**src/rtl/axi_rt_resp_meter.sv**
```systemverilog
// Passive AXI response-side meter: per-period read byte and B counts against a
// read budget, plus outstanding-read tracking with a high-water mark.
module axi_rt_resp_meter #(
    parameter int unsigned DataWidth   = 64,
    parameter int unsigned PeriodWidth = 32,
    parameter int unsigned BudgetWidth = 32,
    parameter int unsigned NumPending  = 16,
    localparam int unsigned OutWidth   = ((NumPending > 1) ? $clog2(NumPending) : 1) + 1
) (
    input  logic                   clk_i,
    input  logic                   rst_ni,
    input  logic                   enable_i,
    input  logic                   abort_i,
    input  logic [PeriodWidth-1:0] period_i,
    input  logic [BudgetWidth-1:0] r_budget_i,
    input  logic                   ar_valid_i,
    input  logic                   ar_ready_i,
    input  logic                   r_valid_i,
    input  logic                   r_ready_i,
    input  logic                   r_last_i,
    input  logic                   b_valid_i,
    input  logic                   b_ready_i,
    output logic [PeriodWidth-1:0] period_left_o,
    output logic [BudgetWidth-1:0] r_bytes_o,
    output logic [BudgetWidth-1:0] r_bytes_last_o,
    output logic [BudgetWidth-1:0] b_count_last_o,
    output logic                   r_budget_spent_o,
    output logic [OutWidth-1:0]    rd_outstanding_o,
    output logic [OutWidth-1:0]    rd_outstanding_max_o,
    output logic                   protocol_error_o
);

    localparam int unsigned BeatBytes = DataWidth / 8;

    typedef enum logic {
        IDLE = 1'b0,
        RUN  = 1'b1
    } state_t;

    state_t                 state_q, state_d;
    logic [PeriodWidth-1:0] period_left_q, period_left_d;
    logic [BudgetWidth-1:0] r_acc_q, r_acc_d;
    logic [BudgetWidth-1:0] b_acc_q, b_acc_d;
    logic [BudgetWidth-1:0] r_last_q, r_last_d;
    logic [BudgetWidth-1:0] b_last_q, b_last_d;
    logic [OutWidth-1:0]    out_q;
    logic [OutWidth-1:0]    out_max_q;
    logic                   err_q;

    logic                   ar_hs;
    logic                   r_hs;
    logic                   rl_hs;
    logic                   b_hs;
    logic [BudgetWidth-1:0] r_inc;
    logic [BudgetWidth-1:0] b_inc;
    logic [BudgetWidth-1:0] r_sum;
    logic [BudgetWidth-1:0] b_sum;
    logic [PeriodWidth-1:0] reload;

    // Accumulator add that sticks at all-ones instead of wrapping
    function automatic logic [BudgetWidth-1:0] sat_add(input logic [BudgetWidth-1:0] a,
                                                       input logic [BudgetWidth-1:0] b);
        logic [BudgetWidth:0] s;
        s = {1'b0, a} + {1'b0, b};
        return s[BudgetWidth] ? '1 : s[BudgetWidth-1:0];
    endfunction

    assign ar_hs  = ar_valid_i & ar_ready_i;
    assign r_hs   = r_valid_i & r_ready_i;
    assign rl_hs  = r_hs & r_last_i;
    assign b_hs   = b_valid_i & b_ready_i;
    assign r_inc  = r_hs ? BudgetWidth'(BeatBytes) : '0;
    assign b_inc  = b_hs ? BudgetWidth'(1) : '0;
    assign r_sum  = sat_add(r_acc_q, r_inc);
    assign b_sum  = sat_add(b_acc_q, b_inc);
    assign reload = (period_i == '0) ? PeriodWidth'(1) : period_i;

    // State register
    always_ff @(posedge clk_i) begin
        if (!rst_ni) state_q <= IDLE;
        else         state_q <= state_d;
    end

    // Next state and period/accumulator updates; disable beats abort beats rollover
    always_comb begin
        state_d       = state_q;
        period_left_d = period_left_q;
        r_acc_d       = r_acc_q;
        b_acc_d       = b_acc_q;
        r_last_d      = r_last_q;
        b_last_d      = b_last_q;
        case (state_q)
            IDLE: begin
                period_left_d = '0;
                r_acc_d       = '0;
                b_acc_d       = '0;
                if (enable_i) begin
                    state_d       = RUN;
                    period_left_d = reload;
                end
            end
            RUN: begin
                if (!enable_i) begin
                    state_d       = IDLE;
                    period_left_d = '0;
                    r_acc_d       = '0;
                    b_acc_d       = '0;
                end else if (abort_i) begin
                    period_left_d = reload;
                    r_acc_d       = '0;
                    b_acc_d       = '0;
                end else if (period_left_q == PeriodWidth'(1)) begin
                    r_last_d      = r_sum;
                    b_last_d      = b_sum;
                    period_left_d = reload;
                    r_acc_d       = '0;
                    b_acc_d       = '0;
                end else begin
                    period_left_d = period_left_q - PeriodWidth'(1);
                    r_acc_d       = r_sum;
                    b_acc_d       = b_sum;
                end
            end
            default: state_d = IDLE;
        endcase
    end

    // Period counter, running accumulators and last-period snapshots
    always_ff @(posedge clk_i) begin
        if (!rst_ni) begin
            period_left_q <= '0;
            r_acc_q       <= '0;
            b_acc_q       <= '0;
            r_last_q      <= '0;
            b_last_q      <= '0;
        end else begin
            period_left_q <= period_left_d;
            r_acc_q       <= r_acc_d;
            b_acc_q       <= b_acc_d;
            r_last_q      <= r_last_d;
            b_last_q      <= b_last_d;
        end
    end

    // Outstanding reads, high-water mark and sticky underflow flag (ignores enable)
    always_ff @(posedge clk_i) begin
        if (!rst_ni) begin
            out_q     <= '0;
            out_max_q <= '0;
            err_q     <= 1'b0;
        end else begin
            if (ar_hs && !rl_hs) begin
                if (out_q != OutWidth'(NumPending)) out_q <= out_q + OutWidth'(1);
            end else if (rl_hs && !ar_hs) begin
                if (out_q == '0) err_q <= 1'b1;
                else             out_q <= out_q - OutWidth'(1);
            end
            if (out_q > out_max_q) out_max_q <= out_q;
        end
    end

    assign period_left_o        = period_left_q;
    assign r_bytes_o            = r_acc_q;
    assign r_bytes_last_o       = r_last_q;
    assign b_count_last_o       = b_last_q;
    assign r_budget_spent_o     = (state_q == RUN) && (r_acc_q >= r_budget_i);
    assign rd_outstanding_o     = out_q;
    assign rd_outstanding_max_o = out_max_q;
    assign protocol_error_o     = err_q;

endmodule

```
**config.mk**
```make
export PLATFORM = sky130hd
export DESIGN_NAME = axi_rt_resp_meter
export DESIGN_NICKNAME = d
export VERILOG_FILES = /design/src/rtl/axi_rt_resp_meter.sv
export SDC_FILE = /design/constraint.sdc
export NUM_CORES = 1
export LEC_CHECK = 0
export CAP_MARGIN = 20
export CORE_UTILIZATION = 54
export DETAILED_ROUTE_END_ITERATION = 6
export PLACE_DENSITY = 0.95
export SYNTH_ARGS = -nofsm -noshare
export SYNTH_HDL_FRONTEND = slang
export SYNTH_SLANG_ARGS = --single-unit
```
**constraint.sdc**
```tcl
create_clock -name clk_i -period 7.46 [get_ports clk_i]
set_input_delay 1.119 -clock clk_i [delete_from_list [all_inputs] [get_ports clk_i]]
set_output_delay 1.119 -clock clk_i [all_outputs]
set_load 0.02 [all_outputs]
```
==> metrics.cfg, run 1 <==
[timing]
period_share=0.660
max_freq_mhz=203
slew_viol_final=0
fin_ws_ns=2.53
finalSetupViolCount=0
finalHoldViolations=0
layout_min_cycle_time_ns=4.93
fin_tns_setup_ns=0
clock-skew-final_ns=0.00878
worst_slew_pin_slew_ns=1.05
rsz0062_at_grt=false
maxSlewHeadroom=0.297

[synthesis]
synth_most_common_cell=dfxtp_1
syn_inst=1000
synth_top_cell_by_area=dfxtp_1
netlist_top_cells_count=dfxtp_1, nor2_1, nand2_1, ha_1, xnor2_1
synthTopCellsByArea=dfxtp_1, ha_1, nor2_1
synth-simple-area-share=0.231
synth_fa_ha_area_frac=0.0729
synth_nets=1124
synth_top_area_share=0.404
avgSynthCellArea_um2=8.51
synth_ff_type=dfxtp_1
synth_edf_count=0
syn_area_um2=8510
ys_seq_area_frac=0.404
synth-xor-area-share=0.0710
muxShareOfSynthArea=0.0166
synth_top_family_by_area=simple AND/OR/NAND/NOR gates
synth-compound-area-share=0.156
ys_ff_latch=172
yosysUniqueCellTypes=55
async_reset_ff_frac=0
synth_warnings=0

[global_route]
grt_usage=0.292
grt_pass1_vias=7886
grt_pass1_wl_um=37900
grt-ovfl-total=0
grt_max_degree=84
antenna_found_initial=0

[clock_network]
clockBufferDepth=2
root_buffer=clkbuf_16
post_cts.repair.setup_buffers=0
ctsResizeCount=0
clk_pin_slew_ns=0.07
cts_sinks=172
cts_buffers=17
h-tree-depth=4
cts_tree=built
clkLatencyLatePin_ns=0.43
holdBufCountCts=0

[setup_path]
crit_path_cell_trace=clkdlybuf4s50_1, ha_1, nand2b_1, a2111oi_0, or4_1, a211oi_1, o21ai_0, nand4_1, clkdlybuf4s50_1
cpPeakStageDelay_ns=0.62
cp-start-kind=primary input
critical_path.most_common_cell=clkdlybuf4s50_1
critPathRequiredTime_ns=6.34
crit_slowest_cell=clkdlybuf4s50_1
worstSetupPathType=in2out
critPathArrivalTime_ns=3.81
ff2ff_path_depth=7
worstPathMaxFanout=1
endpoint_kind=output pin

[power_and_ir_drop]
leakagePower_nw=4.61
ir_worst_vdd_mv=0.168
p_per_area_nw_per_um2=195

[drt]
maxUsedRoutingLayer=met4
ant_nets=0
wl_um=23400
routedWlPerCell_um=16.5
drt-met1-wl_um=9440
vias=8203
via_per_inst=5.78
met2_wirelength_um=11600
dr.pass1.iters=7
drc=0
met3WireLength_um=1800
drt-initial-drc-count=557

[die]
die_width_um=128
ios=215
core_um2=15300
start_util=0.556
dieArea_um2=16300
dieHeight_um=128
rows=45

[placement]
gp_congestion=0.866
hpwl_um=16600
dp_slack_ns=2.58
port_buffers=214

[job]
cap_viol_max_count=0

[cells_and_area]
fin_nets=1318
diodes=0
drive_gt1_frac=0.0514
syn_to_final_growth_pct=33.3

[min_path]
hold_path_class=reg2reg
hold_depth=2

[outcome]
status=finished, final reports clean

-- final timing paths --
check / startpoint / to / slack, ns
min reg2reg: r_bytes_last_o[30]$_SDFFE_PN0P_ / r_bytes_last_o[30]$_SDFFE_PN0P_ / 0.46
max reg2reg: period_left_o[10]$_SDFF_PN0_ / r_bytes_last_o[17]$_SDFFE_PN0P_ / 4.22
min: r_bytes_last_o[30]$_SDFFE_PN0P_ / r_bytes_last_o[30]$_SDFFE_PN0P_ / 0.46
max: r_budget_i[0] / r_budget_spent_o / 2.53
-- registers in the layout, summed over array words and instances, names as in the netlist --
register              cells
r_bytes_last_o           32
period_left_o            32
b_acc_q                  32
state_q                   1
rd_outstanding_o          5
r_bytes_o                32
b_count_last_o           32
rd_outstanding_max_o      5
protocol_error_o          1
-- power by group --
group          switching (mW)  total [mW]  internal (mW)
Clock                   0.384       0.882          0.498
Sequential             0.0321       0.973          0.941
Combinational           0.183       0.361          0.178
Total                   0.600        2.22           1.62
-- layer usage --
| layer | vias up | GRT usage |
|---|---|---|
| met3 | 46 | 0.0892 |
| li1 | 3913 | - |
| met4 | 0 | 0.109 |
| met2 | 314 | 0.510 |
| met5 | - | 0 |
| met1 | 3930 | 0.335 |
-- critical path: cells and delay by family --
family	cells	cell delay [ns]
fa+ha+maj	1	0.31
buf+inv	2	1.04
compound gates	3	0.58
simple gates	3	0.76
-- cell families after synthesis --
logic type | count (synthesis)
flops | 172
buf+inv | 94
mux | 14
compound gates | 192
fa+ha+maj | 49
xor+xnor | 69
simple gates | 410
-- per-stage QoR --
step,power [mW],util,hold slack (ns),instance area (um2),instances
after floorplan,1.21,-,0.512,8510,1000
after global placement,1.33,0.703,0.437,10800,1386
after detailed placement,1.35,0.703,0.451,10800,1386
after CTS,2.22,0.741,0.461,11400,1418
after global routing,2.30,0.741,0.504,11400,1418
final,2.22,0.741,0.457,11400,1418
-- cell type report --
class,count,area (um2)
clock buffers,17,425
fillers,1085,3960
well taps,211,264
clock inverters,15,164
inverters,47,176
multi-input cells,734,4680
repair buffers,222,2200
flip-flops and latches,172,3440
-- placed cells by master, fill, tap and decap left out, types with 30 or more instances in the layout --
cell,n
xnor2_1,48
nand3_1,35
clkdlybuf4s50_1,213
a21oi_1,45
o211a_1,30
nor2_1,140
nand2_1,99
dfxtp_1,172
inv_1,47
o21ai_0,39
ha_1,48
No activity file was read; power rests on OpenSTA's default activity.
==> run 2: changes to the inputs <==
CORE_UTILIZATION = 45   (was 54)
PLACE_DENSITY = 0.88   (was 0.95)
clock period = 4.3 ns   (was 7.46 ns; I/O delays follow)
==> run 2 against run 1 <==
  * Utilization fell by 12 points
  * Non-clock buffer count increased by 3
  * First-iteration DRC count is 19% lower
  * Sequential power increased by 74%
  * Sequential share of layout area down 0.23 points
  * Clock-buffer cell count grew 2
  * Cell area is 0.76% higher
  * Largest power group unchanged
  * Die area up 20%
  * Critical path type unchanged
  * Wire length decreased by 1.5%
  * Hold slack gained 0.0020 ns
==> metrics.cfg, run 2 (synthesis results as in run 1) <==
[global_route]
grt_max_degree=77  ; -8.3%
grt-ovfl-total=0  ; unchanged
grt_pass1_wl_um=38200  ; +0.98%
antenna_found_initial=0  ; unchanged
grt_usage=0.243  ; -0.0487
grt_pass1_vias=7831  ; -0.70%

[placement]
gp_congestion=0.913  ; +5.5%
hpwl_um=16900  ; +1.8%
dp_slack_ns=0.297  ; -2.29 ns
port_buffers=214  ; unchanged

[power_and_ir_drop]
leakagePower_nw=4.65  ; +0.78%
ir_worst_vdd_mv=0.286  ; +70%
p_per_area_nw_per_um2=341  ; +75%

[cells_and_area]
final_cell_mix=clkdlybuf4s50_1, dfxtp_1, nor2_1
syn_to_final_growth_pct=34.3
fin_nets=1321  ; +0.23%
final_common_cell=clkdlybuf4s50_1
diodes=0  ; unchanged
drive_gt1_frac=0.0537  ; +0.00235
nFillCells=1506  ; +39%

[setup_path]
cpPeakStageDelay_ns=0.62  ; about the same
worstPathMaxFanout=1  ; unchanged
cp-start-kind=primary input
crit_slowest_cell=clkdlybuf4s50_1
endpoint_kind=output pin
critical_path.most_common_cell=clkdlybuf4s50_1
worstSetupPathType=in2out
crit_path_cell_trace=clkdlybuf4s50_1, inv_1, ha_1, o21a_1, nor2_1, or4_1, a211oi_1, o21ai_0, nand4_1, clkdlybuf4s50_1
critPathRequiredTime_ns=3.65  ; -2.69 ns
critPathArrivalTime_ns=3.35  ; -0.46 ns

[min_path]
hold_path_class=reg2reg

[timing]
fin_tns_setup_ns=0  ; unchanged
worst_slew_pin_slew_ns=0.853  ; -0.193 ns
rsz0062_at_grt=false
finalHoldViolations=0  ; unchanged
period_share=0.930
fin_ws_ns=0.301  ; -2.23 ns
slew_viol_final=0  ; unchanged
clock-skew-final_ns=0.0156  ; +0.00680 ns
maxSlewHeadroom=0.426  ; +0.130
finalSetupViolCount=0  ; unchanged
max_freq_mhz=250
layout_min_cycle_time_ns=4.00

[clock_network]
cts_tree=built
ctsResizeCount=0  ; unchanged
clkLatencyLatePin_ns=0.44  ; about the same
cts_sinks=172  ; unchanged
holdBufCountCts=0  ; unchanged
root_buffer=clkbuf_16
cts_buffers=17  ; unchanged
clk_pin_slew_ns=0.06  ; about the same
post_cts.repair.setup_buffers=0  ; unchanged
clockBufferDepth=2  ; unchanged
h-tree-depth=4  ; unchanged

[drt]
drt-initial-drc-count=451  ; -19%
dr.pass1.iters=5  ; -2
wl_um=23000  ; -1.5%
routedWlPerCell_um=16.0  ; -2.9%
drc=0  ; unchanged
ant_nets=0  ; unchanged
vias=8048  ; -1.9%
via_per_inst=5.59  ; -3.3%

[job]
cap_viol_max_count=0  ; unchanged

[die]
start_util=0.466  ; -0.0899
rows=49  ; +8.9%
dieHeight_um=140  ; +9.4%
ios=215  ; unchanged
die_width_um=140  ; +9.4%
dieArea_um2=19500  ; +20%
core_um2=18300  ; +19%

[outcome]
status=finished, final reports clean

-- run 2: area by class of cell --
cell class              count  area, um2  area share
clock inverters            13        165      0.0144
multi-input cells         734       4680       0.409
flip-flops and latches    172       3440       0.301
clock buffers              19        453      0.0396
well taps                 229        287      0.0251
inverters                  47        176      0.0154
repair buffers            225       2230       0.195
-- run 2: critical path: cells and delay by family --
family	cells	cell delay [ns]
buffers and inverters	3	1.11
AOI/OAI and AO/OA	3	0.64
adders and majority gates	1	0.27
and+or+nand+nor	3	0.69
-- run 2: power by group --
group          switching, mW  internal [mW]  leakage [nW]
Clock                  0.663          0.949         0.304
Combinational          0.298          0.308          2.95
Sequential            0.0544           1.63          1.39
-- run 2: stage by stage --
step	total power, mW	util	hold WS (ns)	instance area (um2)	instances
final	3.90	0.626	0.459	11400	1439
after global routing	4.05	0.626	0.495	11400	1439
after CTS	3.93	0.626	0.464	11400	1439
after detailed placement	2.33	0.592	0.452	10800	1407
after global placement	2.30	0.592	0.441	10800	1407
after floorplan	2.11	-	0.512	8510	1000
-- run 2: metal layers --
layer | part of all wire | GRT usage
met1 | 0.42 | 0.285
met2 | 0.48 | 0.414
met3 | 0.086 | 0.0791
met4 | 0.016 | 0.0879
met5 | 0 | 0
-- run 2: path summary, 6_finish.rpt --
| check | startpoint | to | slack (ns) | depth (start not counted) |
|---|---|---|---|---|
| hold reg to reg | r_bytes_last_o[30]$_SDFFE_PN0P_ | r_bytes_last_o[30]$_SDFFE_PN0P_ | 0.46 | 2 |
| setup / recovery | r_budget_i[3] | r_budget_spent_o | 0.30 | 10 |
| hold / removal | r_bytes_last_o[30]$_SDFFE_PN0P_ | r_bytes_last_o[30]$_SDFFE_PN0P_ | 0.46 | 2 |
| setup reg to reg | period_left_o[10]$_SDFF_PN0_ | r_bytes_last_o[20]$_SDFFE_PN0P_ | 1.04 | 7 |
